==> src/rtl/dvi_timing_pkg.sv <==
// Shared raster-timing constants for the DVI/VGA output path: standard modes,
// sync polarities and a constant clog2 used to size the timing counters.
package dvi_timing_pkg;

    localparam bit POL_ACTIVE_LOW  = 1'b0;
    localparam bit POL_ACTIVE_HIGH = 1'b1;

    typedef struct packed {
        int unsigned h_active;
        int unsigned h_fp;
        int unsigned h_sync;
        int unsigned h_bp;
        int unsigned v_active;
        int unsigned v_fp;
        int unsigned v_sync;
        int unsigned v_bp;
        bit          hsync_pol;
        bit          vsync_pol;
    } mode_t;

    localparam mode_t MODE_640X480_60 = '{
        h_active: 640, h_fp: 16, h_sync: 96, h_bp: 48,
        v_active: 480, v_fp: 10, v_sync: 2, v_bp: 33,
        hsync_pol: POL_ACTIVE_LOW, vsync_pol: POL_ACTIVE_LOW
    };

    localparam mode_t MODE_800X600_60 = '{
        h_active: 800, h_fp: 40, h_sync: 128, h_bp: 88,
        v_active: 600, v_fp: 1, v_sync: 4, v_bp: 23,
        hsync_pol: POL_ACTIVE_HIGH, vsync_pol: POL_ACTIVE_HIGH
    };

    localparam mode_t MODE_1280X720_60 = '{
        h_active: 1280, h_fp: 110, h_sync: 40, h_bp: 220,
        v_active: 720, v_fp: 5, v_sync: 5, v_bp: 20,
        hsync_pol: POL_ACTIVE_HIGH, vsync_pol: POL_ACTIVE_HIGH
    };

    // Ceiling log2, never below 1 so that a counter always has at least one bit.
    function automatic int unsigned clog2(input int unsigned n);
        int unsigned r;
        r = 0;
        while ((64'd1 << r) < 64'(n)) r++;
        return (r == 0) ? 1 : r;
    endfunction

endpackage

==> src/rtl/wrap_counter.sv <==
// Modulo-(MAX+1) counter with synchronous clear; wrap flags the step that
// returns the count to zero so counters can be chained.
module wrap_counter
    import dvi_timing_pkg::*;
#(
    parameter int unsigned MAX = 7,
    localparam int unsigned W  = clog2(MAX + 1)
) (
    input  logic         clk,
    input  logic         rst,
    input  logic         clr,
    input  logic         inc,
    output logic [W-1:0] count,
    output logic         wrap
);

    localparam logic [W-1:0] MAX_L = W'(MAX);

    logic [W-1:0] count_q;
    logic [W-1:0] count_d;

    always_comb begin
        count_d = count_q;
        if (inc) begin
            count_d = (count_q == MAX_L) ? '0 : count_q + 1'b1;
        end
    end

    always_ff @(posedge clk) begin
        if (rst || clr) begin
            count_q <= '0;
        end else begin
            count_q <= count_d;
        end
    end

    assign count = count_q;
    assign wrap  = inc && (count_q == MAX_L);

endmodule

==> src/rtl/video_timing_gen.sv <==
// Raster timing generator: chained pixel/line counters feed a registered
// decode of sync, data-valid, coordinates and line/frame marker pulses.
module video_timing_gen
    import dvi_timing_pkg::*;
#(
    parameter int unsigned H_ACTIVE  = 640,
    parameter int unsigned H_FP      = 16,
    parameter int unsigned H_SYNC    = 96,
    parameter int unsigned H_BP      = 48,
    parameter int unsigned V_ACTIVE  = 480,
    parameter int unsigned V_FP      = 10,
    parameter int unsigned V_SYNC    = 2,
    parameter int unsigned V_BP      = 33,
    parameter bit          HSYNC_POL = POL_ACTIVE_LOW,
    parameter bit          VSYNC_POL = POL_ACTIVE_LOW,
    parameter int unsigned X_W       = 10,
    parameter int unsigned Y_W       = 10
) (
    input  logic           clk,
    input  logic           rst,
    input  logic           en,
    input  logic           restart,
    output logic           hsync,
    output logic           vsync,
    output logic           valid_data,
    output logic [X_W-1:0] x,
    output logic [Y_W-1:0] y,
    output logic           line_start,
    output logic           frame_start,
    output logic           vblank_start
);

    localparam int unsigned H_TOTAL = H_ACTIVE + H_FP + H_SYNC + H_BP;
    localparam int unsigned V_TOTAL = V_ACTIVE + V_FP + V_SYNC + V_BP;
    localparam int unsigned HW      = clog2(H_TOTAL);
    localparam int unsigned VW      = clog2(V_TOTAL);

    localparam logic [HW-1:0] H_ACT_L  = HW'(H_ACTIVE);
    localparam logic [HW-1:0] HS_BEG_L = HW'(H_ACTIVE + H_FP);
    localparam logic [HW-1:0] HS_END_L = HW'(H_ACTIVE + H_FP + H_SYNC);
    localparam logic [VW-1:0] V_ACT_L  = VW'(V_ACTIVE);
    localparam logic [VW-1:0] VS_BEG_L = VW'(V_ACTIVE + V_FP);
    localparam logic [VW-1:0] VS_END_L = VW'(V_ACTIVE + V_FP + V_SYNC);

    if (H_ACTIVE < 1 || H_FP < 1 || H_SYNC < 1 || H_BP < 1 ||
        V_ACTIVE < 1 || V_FP < 1 || V_SYNC < 1 || V_BP < 1) begin : g_bad_timing
        $fatal(1, "video_timing_gen: every active/porch/sync parameter must be >= 1");
    end
    if ((64'd1 << X_W) < 64'(H_ACTIVE) || (64'd1 << Y_W) < 64'(V_ACTIVE)) begin : g_bad_width
        $fatal(1, "video_timing_gen: X_W/Y_W too narrow for the active area");
    end

    logic [HW-1:0] h_cnt;
    logic [VW-1:0] v_cnt;
    logic          h_wrap;
    logic          v_wrap;
    logic          advance;

    // restart outranks en, so a restart edge never also steps the counters.
    assign advance = en && !restart;

    wrap_counter #(.MAX(H_TOTAL - 1)) u_h_cnt (
        .clk   (clk),
        .rst   (rst),
        .clr   (restart),
        .inc   (advance),
        .count (h_cnt),
        .wrap  (h_wrap)
    );

    wrap_counter #(.MAX(V_TOTAL - 1)) u_v_cnt (
        .clk   (clk),
        .rst   (rst),
        .clr   (restart),
        .inc   (h_wrap),
        .count (v_cnt),
        .wrap  (v_wrap)
    );

    logic           hsync_d, vsync_d, valid_d, line_start_d, frame_start_d, vblank_start_d;
    logic [X_W-1:0] x_d;
    logic [Y_W-1:0] y_d;
    logic           h_act, v_act;

    always_comb begin
        h_act          = (h_cnt < H_ACT_L);
        v_act          = (v_cnt < V_ACT_L);
        valid_d        = h_act && v_act;
        x_d            = h_act ? X_W'(h_cnt) : '0;
        y_d            = v_act ? Y_W'(v_cnt) : '0;
        hsync_d        = (h_cnt >= HS_BEG_L && h_cnt < HS_END_L) ? HSYNC_POL : ~HSYNC_POL;
        vsync_d        = (v_cnt >= VS_BEG_L && v_cnt < VS_END_L) ? VSYNC_POL : ~VSYNC_POL;
        line_start_d   = (h_cnt == '0) && v_act;
        frame_start_d  = (h_cnt == '0) && (v_cnt == '0);
        vblank_start_d = (h_cnt == '0) && (v_cnt == V_ACT_L);
    end

    logic           hsync_q, vsync_q, valid_q, line_start_q, frame_start_q, vblank_start_q;
    logic [X_W-1:0] x_q;
    logic [Y_W-1:0] y_q;

    always_ff @(posedge clk) begin
        if (rst || restart) begin
            hsync_q        <= ~HSYNC_POL;
            vsync_q        <= ~VSYNC_POL;
            valid_q        <= 1'b0;
            x_q            <= '0;
            y_q            <= '0;
            line_start_q   <= 1'b0;
            frame_start_q  <= 1'b0;
            vblank_start_q <= 1'b0;
        end else if (en) begin
            hsync_q        <= hsync_d;
            vsync_q        <= vsync_d;
            valid_q        <= valid_d;
            x_q            <= x_d;
            y_q            <= y_d;
            line_start_q   <= line_start_d;
            frame_start_q  <= frame_start_d;
            vblank_start_q <= vblank_start_d;
        end else begin
            // Level outputs hold; pulses drop so each marks exactly one advance.
            line_start_q   <= 1'b0;
            frame_start_q  <= 1'b0;
            vblank_start_q <= 1'b0;
        end
    end

    assign hsync        = hsync_q;
    assign vsync        = vsync_q;
    assign valid_data   = valid_q;
    assign x            = x_q;
    assign y            = y_q;
    assign line_start   = line_start_q;
    assign frame_start  = frame_start_q;
    assign vblank_start = vblank_start_q;

    frame_wrap_at_corner: assert property (@(posedge clk) v_wrap |-> h_wrap && (v_cnt == VW'(V_TOTAL - 1)));

endmodule

==> config.mk <==
export PLATFORM = sky130hd
export DESIGN_NAME = video_timing_gen
export DESIGN_NICKNAME = d
export VERILOG_FILES = /design/src/rtl/dvi_timing_pkg.sv /design/src/rtl/wrap_counter.sv /design/src/rtl/video_timing_gen.sv
export SDC_FILE = /design/constraint.sdc
export NUM_CORES = 1
export LEC_CHECK = 0
export ABC_AREA = 1
export BUFFER_PORTS_ARGS = -buffer_cell sky130_fd_sc_hd__buf_2
export CORE_MARGIN = 3
export CORE_UTILIZATION = 60
export DETAILED_ROUTE_END_ITERATION = 10
export PLACE_DENSITY_LB_ADDON = 0.1
export SYNTH_ARGS = -nofsm -noshare
export SYNTH_HDL_FRONTEND = slang
export SYNTH_SLANG_ARGS = --single-unit
==> constraint.sdc <==
create_clock -name clk -period 2.55 [get_ports clk]
set_input_delay 0.51 -clock clk [delete_from_list [all_inputs] [get_ports clk]]
set_output_delay 0.51 -clock clk [all_outputs]
set_load 0.005 [all_outputs]
; ---- Word-level counts from Yosys, hierarchy flattened
; Cells that the tools add are included.
[totals]
word_cells = 41
out_inout_bits = 26
regBits = 46
in_bits = 4
[op_classes]
bitwise_logic = 1
mux = 6
n_eq_ne = 3
add_sub_neg = 2
reduce_logical = 13
magnitude_cmp = 6
[ops]
columns = op, count
row1 = 10-bit 2-to-1 mux, 4
row2 = "10-bit by 1-bit adder with 10-bit output, second input constant", 2
row3 = "10-bit equality test, second input constant", 2
row4 = 10-bit zero test, 2
row5 = "10-bit < comparator, second input constant", 2
row6 = "10-bit by 9-bit < comparator with 1-bit output, second input constant", 2
row7 = "10-bit by 9-bit equality test with 1-bit output, second input constant", 1
row8 = "10-bit >= comparator, second input constant", 1
row9 = "10-bit by 9-bit >= comparator with 1-bit output, second input constant", 1
row10 = 1-bit logical AND, 8
row11 = 1-bit 2-to-1 mux, 2
row12 = 2-bit OR reduction, 1
row13 = 1-bit zero test, 1
row14 = 1-bit logical OR, 1
row15 = 1-bit inverter, 1

; ---- Longest topological paths before layout
[depth]
ltp_word = 3
depth_mapped = 10

; ---- Modules after synthesis
; Synthesis repeated with hierarchy kept, for this count alone.
[hier_totals]
cells_unflattened = 314
hier_area_um2 = 2207.1
[by_module_without_submodules]
columns = mod, area_each_um2, seq_area_each_um2, n_inst, cells_per_inst
row1 = video_timing_gen, 1082.3, 520.5, 1, 153
row2 = wrap_counter (u_v_cnt), 580.6, 200.2, 1, 84
row3 = wrap_counter (u_h_cnt), 544.3, 200.2, 1, 77

; ---- Worst setup path after synthesis
; OpenSTA, ideal clock, no wires.
[synth_timing]
kind = input to register
from = input restart
to = register hsync_q (netlist: hsync)
setup_ns = 0.115
required_ns = 2.435
path_slack_ns = 1.199
cell_stages = 7
n_path_buf = 1
arrival_time_ns = 1.236
path_cell_list = nor2_4 -> nand2_2 -> inv_2 -> buf_4 -> o21ai_2 -> nor3_2 -> nor2_1
[synth_via]
elab_chain_len = 1
[synth_lines]
columns = element, line
row1 = "start, declared", video_timing_gen.sv:22  ; input logic restart,
row2 = 1-bit logical OR, video_timing_gen.sv:103  ; if (rst || restart) begin
row3 = "end signal, assigned", video_timing_gen.sv:104  ; hsync_q <= ~HSYNC_POL;
row4 = "end signal, assigned", video_timing_gen.sv:113  ; hsync_q <= hsync_d;
row5 = "end, declared", video_timing_gen.sv:98  ; logic hsync_q, vsync_q, valid_q, line_start_q, frame_start_q, vblank_start_q;
; No other way between the ends.
; A chain may end at the register's enable or synchronous reset.

; ---- Final worst setup path
[layout_timing]
from = register u_h_cnt.count_q[1] (netlist: u_h_cnt.count[1])
to = register u_v_cnt.count_q[7] (netlist: u_v_cnt.count[7])
[layout_via]
elab_chain_len = 2
[layout_lines]
columns = element, line
row1 = "start, declared", wrap_counter.sv:19  ; logic [W-1:0] count_q;
row2 = "start signal, assigned", wrap_counter.sv:33  ; count_q <= count_d;
row3 = 10-bit equality test, wrap_counter.sv:38  ; assign wrap = inc && (count_q == MAX_L);
row4 = 1-bit logical AND, wrap_counter.sv:38
row5 = "end signal, assigned", wrap_counter.sv:33
row6 = "end, declared", wrap_counter.sv:19
; No other way between the ends.

==> flow_summary.toml <==
[global_route]
grt_first_pass_wirelength_mm = 8.69
grt_usage_pct = 26.1
antenna_found_initial = 0
gr-total-overflow = 0
grt_pass1_vias = 1844
grt_max_degree = 24

[timing]
hold_violations = 0
period_minus_slack_ps = 1520
fmaxAchievable_ghz = 0.657
finalSetupViolCount = 0
fin_skew_ps = 10.2
relSlewSlack_pct = 71.7
worst_hold_slack_ps = 468
worstMarginPinSlew_ps = 420
min_period_over_period_pct = 59.7
finalWorstSetupSlack_ps = 1030
slew_violations = 0
rsz0062_at_grt = "no"
setup_tns_ps = 0

[synth]
synth.cell_area_sq_um = 2160
synth_nets = 304
yosysUniqueCellTypes = 32
ys_seq_area_share_pct = 42.6
synth_area_per_cell_sq_um = 7.30
synth_cells = 296
ys_ff_latch = 46
synth_warnings = 0

[floorplanning]
die_y_um = 66.0
die_x_um = 66.0
pin_count = 30
initial_core_util_pct = 63.3
coreArea_sq_um = 3420
die_area_sq_um = 4360
rows = 21

[clock_tree]
clock_tree.root_cell = "clkbuf_4"
holdBufCountCts = 0
cts_tree = "built"
h-tree-depth = 2
post_cts_buffers = 0
clock_sinks = 46
cts_made_buffers = 5
cts.repair.resized = 0
clock_path_buffers = 2
clock_latency_ps = 370
clk_pin_slew_ps = 140

[setup_path]
critical_path_peak_fanout = 4
required_ps = 2860
arrival_ps = 1830
worstPathCellList = "ha_1 -> nand2_1 -> nor2_1 -> nand4_1 -> nor2_1 -> nand2_1 -> a21oi_1"
crit_slowest_cell = "dfxtp_1"
end_kind = "register"
cp-start-kind = "register"
max_stage_delay_ps = 410
reg2reg_slack_ps = 1030
critPathKind = "reg2reg"

[finish]
multi_input_area_sq_um = 1080
drive_above_1_share_pct = 18.9
nets = 335
final_cell_mix = "nand2_1, nand3_1, dfxtp_1"
mostFrequentLayoutCell = "nand2_1"
design_area_sq_um = 2410
diodes = 0
area.growth.synth_to_final_pct = 11.3
nFillCells = 312
ff_latch_area_sq_um = 921

[power_and_ir_drop]
p_total_w = 0.00116
powerDensity_nw_per_um2 = 482
leakagePower_nw = 1.08
ir_worst_vdd_mv = 0.303

[detailed_routing]
vias_per_cell = 5.55
antenna_left = 0
drtIter0Drc = 272
drc_errors = 0
wl_mm = 5.06
dr.pass1.iters = 5
wl_per_cell_um = 13.5
vias = 2074

[placement]
placed_cell_area_sq_um = 2340
gp_congestion = 0.894
hpwlAfterDp_mm = 3.78
pre_cts_ws_ps = 874
port_buffers = 29

[worst_hold_path]
hold_class = "reg2reg"

[job]
cap_viol_max_count = 0

[run_status]
status = "completed"
state kept, by name (all words and copies together), names as in the netlist:
name	count
frame_start	1
hsync	1
line_start	1
u_h_cnt.count	10
u_v_cnt.count	10
valid_data	1
vblank_start	1
vsync	1
x	10
y	10
power breakdown:
group	internal (W)	total, W	switching, W
sequential	0.000722	0.000724	0.00000211
clock	0.000133	0.000375	0.000242
combinational	0.0000163	0.0000598	0.0000435
total	0.000872	0.00116	0.000288
stage by stage:
stage,util [%],cells
floorplan,-,296
global route,70.4,374
finish,70.4,374
CTS,70.4,374
global placement,68.6,366
detailed placement,68.6,366
path summary, 6_finish.rpt:
kind,from,end,cells after the start
worst min register to register,y[9],y[9],2
worst max-delay path,u_h_cnt.count[1],u_v_cnt.count[7],7
worst min-delay path,y[9],y[9],2
worst max register to register,u_h_cnt.count[1],u_v_cnt.count[7],7
Yosys cell counts:
cell,n,area (sq um)
o22ai_1,1,6.26
dfxtp_1,46,921
clkinv_1,2,7.51
o21bai_1,1,7.51
nand2_1,61,229
a21oi_1,9,45.0
nor2_4,4,45.0
clkbuf_1,2,7.51
buf_2,3,15.0
o21ai_2,1,8.76
a31oi_1,1,6.26
inv_2,6,22.5
nor3_2,1,10.0
nor3_1,5,25.0
nand2_4,3,33.8
nor2_8,1,20.0
nand3_1,48,240
ha_1,4,50.1
a22oi_1,1,7.51
buf_4,1,7.51
xor2_1,2,17.5
nand3_2,2,20.0
o21ai_0,10,50.1
nand4_1,4,25.0
nor2_1,33,124
nor4_1,1,6.26
nor2_2,3,18.8
o21ai_1,8,40.0
o31ai_1,1,7.51
nand2_8,1,20.0
inv_1,28,105
nand2_2,2,12.5
worst max-delay path: cells and delay by family, from the launching register on:
family / cells / cell delay (ps)
AO/OA/AOI/OAI: 1 / 130
AND/OR/NAND/NOR: 5 / 730
adder cells (fa/ha/maj): 1 / 190
flip-flops: 1 / 410
cell families after synthesis:
logic type	Yosys count	share of synthesized area, %
AOI/OAI and AO/OA	33	8.28
adders and majority gates	4	2.31
and+or+nand+nor	169	38.4
xor gates and xnor gates	2	0.810
DFF	46	42.6
buffers and inverters	42	7.64
cell type report:
class                      count  area share (%)
tap                           46            2.39
sequential                    46            38.3
timing repair buffer          30            6.34
clock buffer                   6            2.13
multi-input combinational    208            44.7
inverter                      36            5.62
clock inverter                 2           0.520
metal layers:
layer | vias up | GRT usage, % | part of all wire [%]
li1 | 1023 | - | -
met2 | 80 | 38.5 | 43
met5 | - | 0 | 0
met4 | 0 | 7.61 | 1.6
met3 | 6 | 5.78 | 7.3
met1 | 965 | 37.9 | 48
No activity file was read; power rests on OpenSTA's default activity.
